$ cat src/rtl/id_ex_stage.sv
// RV32I decode stage and ID/EX pipeline register: WB bypass, load-use bubble, flush.
// Define ILLEGAL_TRAP_EN to add the ex_illegal port and pass illegal opcodes down as trapping slots.
module id_ex_stage #(
  parameter int          XLEN      = 32,
  parameter logic [31:0] NOP_INSTR = 32'h0000_0013
) (
  input  logic            clk,
  input  logic            rst_n,
  input  logic            if_valid,
  input  logic [31:0]     if_instr,
  input  logic [XLEN-1:0] if_pc,
  output logic            id_ready,
  output logic [4:0]      rf_rs1,
  output logic [4:0]      rf_rs2,
  input  logic [XLEN-1:0] rf_rd1,
  input  logic [XLEN-1:0] rf_rd2,
  input  logic            wb_we,
  input  logic [4:0]      wb_rd,
  input  logic [XLEN-1:0] wb_wd,
  input  logic            flush,
  input  logic            ex_ready,
  output logic            ex_valid,
  output logic [XLEN-1:0] ex_pc,
  output logic [31:0]     ex_instr,
  output logic [XLEN-1:0] ex_rs1_val,
  output logic [XLEN-1:0] ex_rs2_val,
  output logic [XLEN-1:0] ex_imm,
  output logic [4:0]      ex_rs1,
  output logic [4:0]      ex_rs2,
  output logic [4:0]      ex_rd,
  output logic            ex_rd_we,
  output logic            ex_is_load,
  output logic            ex_is_store,
  output logic            ex_is_branch,
  output logic            ex_is_jump
`ifdef ILLEGAL_TRAP_EN
  ,
  output logic            ex_illegal
`endif
);

  localparam logic [6:0] OPC_OP       = 7'b0110011;
  localparam logic [6:0] OPC_OP_IMM   = 7'b0010011;
  localparam logic [6:0] OPC_LOAD     = 7'b0000011;
  localparam logic [6:0] OPC_STORE    = 7'b0100011;
  localparam logic [6:0] OPC_BRANCH   = 7'b1100011;
  localparam logic [6:0] OPC_JAL      = 7'b1101111;
  localparam logic [6:0] OPC_JALR     = 7'b1100111;
  localparam logic [6:0] OPC_LUI      = 7'b0110111;
  localparam logic [6:0] OPC_AUIPC    = 7'b0010111;
  localparam logic [6:0] OPC_MISC_MEM = 7'b0001111;
  localparam logic [6:0] OPC_SYSTEM   = 7'b1110011;

`ifdef ILLEGAL_TRAP_EN
  localparam logic TRAP_EN = 1'b1;
`else
  localparam logic TRAP_EN = 1'b0;
`endif

  typedef struct packed {
    logic            valid;
    logic [XLEN-1:0] pc;
    logic [31:0]     instr;
    logic [XLEN-1:0] rs1_val;
    logic [XLEN-1:0] rs2_val;
    logic [XLEN-1:0] imm;
    logic [4:0]      rs1;
    logic [4:0]      rs2;
    logic [4:0]      rd;
    logic            rd_we;
    logic            is_load;
    logic            is_store;
    logic            is_branch;
    logic            is_jump;
`ifdef ILLEGAL_TRAP_EN
    logic            illegal;
`endif
  } slot_t;

  // x0 reads as zero; a same-cycle WB write to the source register wins over the stale RF value
  function automatic logic [XLEN-1:0] bypass(input logic [4:0] rs, input logic [XLEN-1:0] rf_data,
                                             input logic we, input logic [4:0] wrd,
                                             input logic [XLEN-1:0] wd);
    logic [XLEN-1:0] val;
    if (rs == 5'd0) begin
      val = {XLEN{1'b0}};
    end else if (we && (wrd != 5'd0) && (wrd == rs)) begin
      val = wd;
    end else begin
      val = rf_data;
    end
    return val;
  endfunction

  logic [6:0]      opcode_s;
  logic [4:0]      rs1_s, rs2_s, rd_s;
  logic [XLEN-1:0] imm_i_s, imm_st_s, imm_b_s, imm_u_s, imm_j_s;
  logic [XLEN-1:0] imm_s;
  logic            legal_s, uses_rs1_s, uses_rs2_s;
  logic            is_load_s, is_store_s, is_branch_s, is_jump_s;
  logic            lu_s, hold_s;
  slot_t           bubble_s, dec_s, slot_nxt_s, slot_r;

  assign opcode_s = if_instr[6:0];
  assign rs1_s    = if_instr[19:15];
  assign rs2_s    = if_instr[24:20];
  assign rd_s     = if_instr[11:7];
  assign rf_rs1   = rs1_s;
  assign rf_rs2   = rs2_s;

  assign imm_i_s  = {{20{if_instr[31]}}, if_instr[31:20]};
  assign imm_st_s = {{20{if_instr[31]}}, if_instr[31:25], if_instr[11:7]};
  assign imm_b_s  = {{19{if_instr[31]}}, if_instr[31], if_instr[7], if_instr[30:25], if_instr[11:8], 1'b0};
  assign imm_u_s  = {if_instr[31:12], 12'h000};
  assign imm_j_s  = {{11{if_instr[31]}}, if_instr[31], if_instr[19:12], if_instr[20], if_instr[30:21], 1'b0};

  assign is_load_s   = (opcode_s == OPC_LOAD);
  assign is_store_s  = (opcode_s == OPC_STORE);
  assign is_branch_s = (opcode_s == OPC_BRANCH);
  assign is_jump_s   = (opcode_s == OPC_JAL) || (opcode_s == OPC_JALR);

  // Opcode legality, source-register usage and immediate format selection
  always_comb begin
    legal_s    = 1'b1;
    uses_rs1_s = 1'b1;
    uses_rs2_s = 1'b0;
    imm_s      = {XLEN{1'b0}};
    case (opcode_s)
      OPC_OP:                                                   uses_rs2_s = 1'b1;
      OPC_OP_IMM, OPC_LOAD, OPC_JALR, OPC_MISC_MEM, OPC_SYSTEM: imm_s = imm_i_s;
      OPC_STORE:  begin imm_s = imm_st_s; uses_rs2_s = 1'b1; end
      OPC_BRANCH: begin imm_s = imm_b_s;  uses_rs2_s = 1'b1; end
      OPC_JAL:    begin imm_s = imm_j_s;  uses_rs1_s = 1'b0; end
      OPC_LUI, OPC_AUIPC: begin imm_s = imm_u_s; uses_rs1_s = 1'b0; end
      default:    legal_s = 1'b0;
    endcase
  end

  assign lu_s = slot_r.valid && slot_r.is_load && (slot_r.rd != 5'd0) &&
                ((uses_rs1_s && (slot_r.rd == rs1_s)) || (uses_rs2_s && (slot_r.rd == rs2_s)));
  assign hold_s   = slot_r.valid && !ex_ready;
  assign id_ready = flush || (!lu_s && (ex_ready || !slot_r.valid));

  // Bubble value: everything cleared, instruction reads as the canonical NOP
  always_comb begin
    bubble_s       = {$bits(slot_t){1'b0}};
    bubble_s.instr = NOP_INSTR;
  end

  // Fully decoded slot for the instruction currently presented by IF
  always_comb begin
    dec_s           = bubble_s;
    dec_s.valid     = 1'b1;
    dec_s.pc        = if_pc;
    dec_s.instr     = if_instr;
    dec_s.rs1_val   = bypass(rs1_s, rf_rd1, wb_we, wb_rd, wb_wd);
    dec_s.rs2_val   = bypass(rs2_s, rf_rd2, wb_we, wb_rd, wb_wd);
    dec_s.imm       = imm_s;
    dec_s.rs1       = rs1_s;
    dec_s.rs2       = rs2_s;
    dec_s.rd        = rd_s;
    dec_s.rd_we     = legal_s && (rd_s != 5'd0) && !is_store_s && !is_branch_s;
    dec_s.is_load   = is_load_s;
    dec_s.is_store  = is_store_s;
    dec_s.is_branch = is_branch_s;
    dec_s.is_jump   = is_jump_s;
`ifdef ILLEGAL_TRAP_EN
    dec_s.illegal   = !legal_s;
`endif
  end

  // Slot update priority: flush, EX stall, load-use bubble, new instruction, idle bubble
  always_comb begin
    slot_nxt_s = slot_r;
    if (flush) begin
      slot_nxt_s = bubble_s;
    end else if (hold_s) begin
      slot_nxt_s = slot_r;
    end else if (lu_s) begin
      slot_nxt_s = bubble_s;
    end else if (if_valid && (legal_s || TRAP_EN)) begin
      slot_nxt_s = dec_s;
    end else begin
      slot_nxt_s = bubble_s;
    end
  end

  // ID/EX pipeline register
  always_ff @(posedge clk or negedge rst_n) begin
    if (!rst_n) begin
      slot_r <= bubble_s;
    end else begin
      slot_r <= slot_nxt_s;
    end
  end

  assign ex_valid     = slot_r.valid;
  assign ex_pc        = slot_r.pc;
  assign ex_instr     = slot_r.instr;
  assign ex_rs1_val   = slot_r.rs1_val;
  assign ex_rs2_val   = slot_r.rs2_val;
  assign ex_imm       = slot_r.imm;
  assign ex_rs1       = slot_r.rs1;
  assign ex_rs2       = slot_r.rs2;
  assign ex_rd        = slot_r.rd;
  assign ex_rd_we     = slot_r.rd_we;
  assign ex_is_load   = slot_r.is_load;
  assign ex_is_store  = slot_r.is_store;
  assign ex_is_branch = slot_r.is_branch;
  assign ex_is_jump   = slot_r.is_jump;
`ifdef ILLEGAL_TRAP_EN
  assign ex_illegal   = slot_r.illegal;
`endif

endmodule
$ cat config.mk
export PLATFORM = sky130hd
export DESIGN_NAME = id_ex_stage
export DESIGN_NICKNAME = d
export VERILOG_FILES = /design/src/rtl/id_ex_stage.sv
export SDC_FILE = /design/constraint.sdc
export NUM_CORES = 1
export LEC_CHECK = 0
export BUFFER_PORTS_ARGS = -buffer_cell sky130_fd_sc_hd__buf_2
export CAP_MARGIN = 20
export CORE_AREA = 2 2 140 142
export CTS_BUF_LIST = sky130_fd_sc_hd__clkbuf_16
export DETAILED_ROUTE_END_ITERATION = 8
export DIE_AREA = 0 0 142 144
export PLACE_DENSITY = 0.72
export SLEW_MARGIN = 25
export SYNTH_ARGS = -nofsm -noshare
export SYNTH_HDL_FRONTEND = slang
export SYNTH_SLANG_ARGS = --single-unit
$ cat constraint.sdc
create_clock -name clk -period 2.9 [get_ports clk]
set_input_delay 0.29 -clock clk [delete_from_list [all_inputs] [get_ports clk]]
set_output_delay 0.29 -clock clk [all_outputs]
set_load 0.03 [all_outputs]
==> results.yml <==
sta:
  max_slew.worst_pin.slew_ps: 941
  final.setup_skew_ps: 8.75
  rsz0062_at_grt: "no"
  setup_violations: 0
  maxSlewHeadroom: 0.373
  hold_viol_final: 0
  fin_crit_sh: 0.855
  maxSlewViolCount: 0
  max_freq_ghz: 0.403
  worst_slack_ps: 421
  layout_min_cycle_time_ps: 2480
  tns_ps: 0
route:
  top_layer: "met4"
  vias: 6874
  drt_iter0_markers: 321
  drcViolationCount: 0
  antenna_left: 0
  wl_met1_mm: 10.4
  wl_met3_mm: 1.64
  first_pass_iters: 5
  routedWlPerCell_um: 19.7
  wirelength_mm: 25.0
  met2_length_mm: 12.5
  viasPerCell: 5.40
power:
  leakage_nw: 5.18
  pwr_density_cell_nw_per_um2: 483
  irDropWorstVdd_mv: 0.367
synth:
  synth_area_um2: 7760
  ys_warn_count: 0
  async_flop_share: 1.00
  synthFlopType: "dfrtp_1"
  synth_edf_count: 0
  synth.avg_cell_area_um2: 11.1
  syn_inst: 697
  synth_nets: 868
  synth_area_leaders: "dfrtp_1, o31ai_1, mux2i_1"
  ys_ff_latch: 166
  ys_types: 53
  synth_top_area_cell: "dfrtp_1"
  netlist.area_leader.share: 0.526
  seq_area_frac_synth: 0.536
grt:
  overflow: 0
  track_usage: 0.239
  grt_pass1_vias: 6480
  grt_max_degree: 91
  antenna_found_initial: 5
  grt_pass1_wl_mm: 37.5
worst_setup_path:
  crit_family: "simple AND/OR/NAND/NOR gates"
  setup.worst_path.class: "reg2reg"
  path_cells: "or4_1, o211ai_2, or3_4, nand4_4, buf_4, o31ai_1"
  critPathSlowestCell: "or4_1"
  endpoint_kind: "register"
  cp-start-kind: "register"
  worst-endpoint-required_ps: 3210
  worstPathMaxFanout: 24
  cpPeakStageDelay_ps: 560
  arrival_ps: 2790
  crit_buf_inv: 1
cts:
  insertion_delay_ps: 410
  clkTransAtPathRegs_ps: 70
  htree_levels: 4
  post_cts_buffers: 0
  cts.sinks: 166
  cts-root-buf: "clkbuf_16"
  cts_buffers: 17
  cts_tree: "done"
  clock_path_buffers: 2
job:
  drv_cap: 0
floorplanning:
  initial_core_util: 0.407
  ioPinCount: 363
  die_h_um: 144
  dieArea_um2: 20400
  core_um2: 19100
  chipWidth_um: 142
  rows: 51
outcome:
  status: "complete, no violations"
layout:
  layout-drive-gt1-share: 0.416
  areaGrowthSynthToFinish_pct: 32.0
  final_common_cell: "buf_2"
  nFillCells: 1726
  mostFrequentLayoutCells: "buf_2, dfrtp_1, nand2_1, o31ai_1, mux2i_1"
  stdcell_area_um2: 10200
  nNetsFinal: 1186
placed_design:
  dpl-instance-area_um2: 9640
  dp_slack_ps: 430
  dp_hpwl_mm: 18.2
  gp_congestion: 0.828
  numPortBuffers: 362
hold_path:
  min_path_type: "in2reg"
metrics by stage:
| stage | utilization | power [mW] | std cells | hold slack (ps) |
|---|---|---|---|---|
| final | 0.537 | 4.95 | 1272 | 89.0 |
| after global placement | 0.505 | 2.85 | 1232 | 322 |
| after CTS | 0.535 | 5.02 | 1265 | 68.1 |
| after global routing | 0.537 | 5.17 | 1272 | 62.9 |
| after detailed placement | 0.505 | 2.86 | 1232 | 322 |
| after floorplan | - | 2.59 | 697 | -5.59 |
logic make-up (layout without fill, tap and decap cells):
| group | count (synthesis) | count (layout) | synth area share |
|---|---|---|---|
| AO/OA/AOI/OAI | 213 | 213 | 0.208 |
| flip-flops | 166 | 166 | 0.536 |
| AND/OR/NAND/NOR | 147 | 147 | 0.0915 |
| buffers and inverters | 87 | 418 | 0.0597 |
| multiplexers | 64 | 64 | 0.0826 |
| XOR/XNOR | 20 | 20 | 0.0226 |
| other | 0 | 6 | 0 |
power by group:
part / leakage (nW) / switching, mW / internal (mW)
Combinational: 2.61 / 0.300 / 0.177
Clock: 0.267 / 0.945 / 1.19
Sequential: 2.30 / 0.00943 / 2.33
Total: 5.18 / 1.25 / 3.69
routing by layer:
layer	vias to the layer above	track usage
met2	296	0.390
met4	0	0.0800
met1	3348	0.315
met3	31	0.0573
met5	-	0
li1	3199	-
worst paths after layout:
check / end / start / slack (ps) / depth (start not counted)
worst min-delay path: ex_pc[0] / if_pc[0] / 90 / 2
worst max register to register: ex_imm[13] / ex_instr[9] / 420 / 6
min in group asynchronous: ex_rs2_val[26] / rst_n / 440 / 2
max in group asynchronous: ex_instr[4] / rst_n / 1680 / 3
worst min register to register: ex_rs2_val[20] / ex_rs2_val[20] / 470 / 2
worst max-delay path: ex_imm[13] / ex_instr[9] / 420 / 6
state kept, by name (all words and copies together) (netlist names):
signal,cells
ex_is_load,1
ex_rd_we,1
ex_is_jump,1
ex_instr,32
ex_rs1_val,32
ex_imm,32
ex_rs2_val,32
ex_is_branch,1
ex_valid,1
ex_pc,32
ex_is_store,1
synthesized netlist by cell type, drive strengths merged (5+ instances only):
library cell and n:
buf 49, xnor2 16, a22oi 6, dfrtp 163, clkbuf 34, a32o 7, o31ai 91, nor2 8
o21ai 11, nand3 7, a22o 61, a21oi 27, or4 5, mux2i 64, nand2 101
layout make-up:
cell class / count / area (um^2) / area share
clock buffers: 17 / 425 / 0.0415
clock inverters: 15 / 130 / 0.0127
flip-flops and latches: 166 / 4160 / 0.406
repair buffers: 382 / 2040 / 0.199
well taps: 238 / 298 / 0.0291
diodes: 6 / 15.0 / 0.00147
multi-input cells: 444 / 3160 / 0.308
inverters: 4 / 15.0 / 0.00147
worst reg2reg max path: cells and delay by family, from the launching register on:
kind | cells | cell delay, ps
AOI/OAI and AO/OA | 2 | 460
buffers and inverters | 1 | 360
DFF | 1 | 460
and+or+nand+nor | 3 | 1100
timing repair:
action / in CTS / in global routing
hold endpoints to repair: 60 / 0
resized for setup: 0 / 0
hold buffers: 1 / 0
Power figures use the tool's default switching activity.
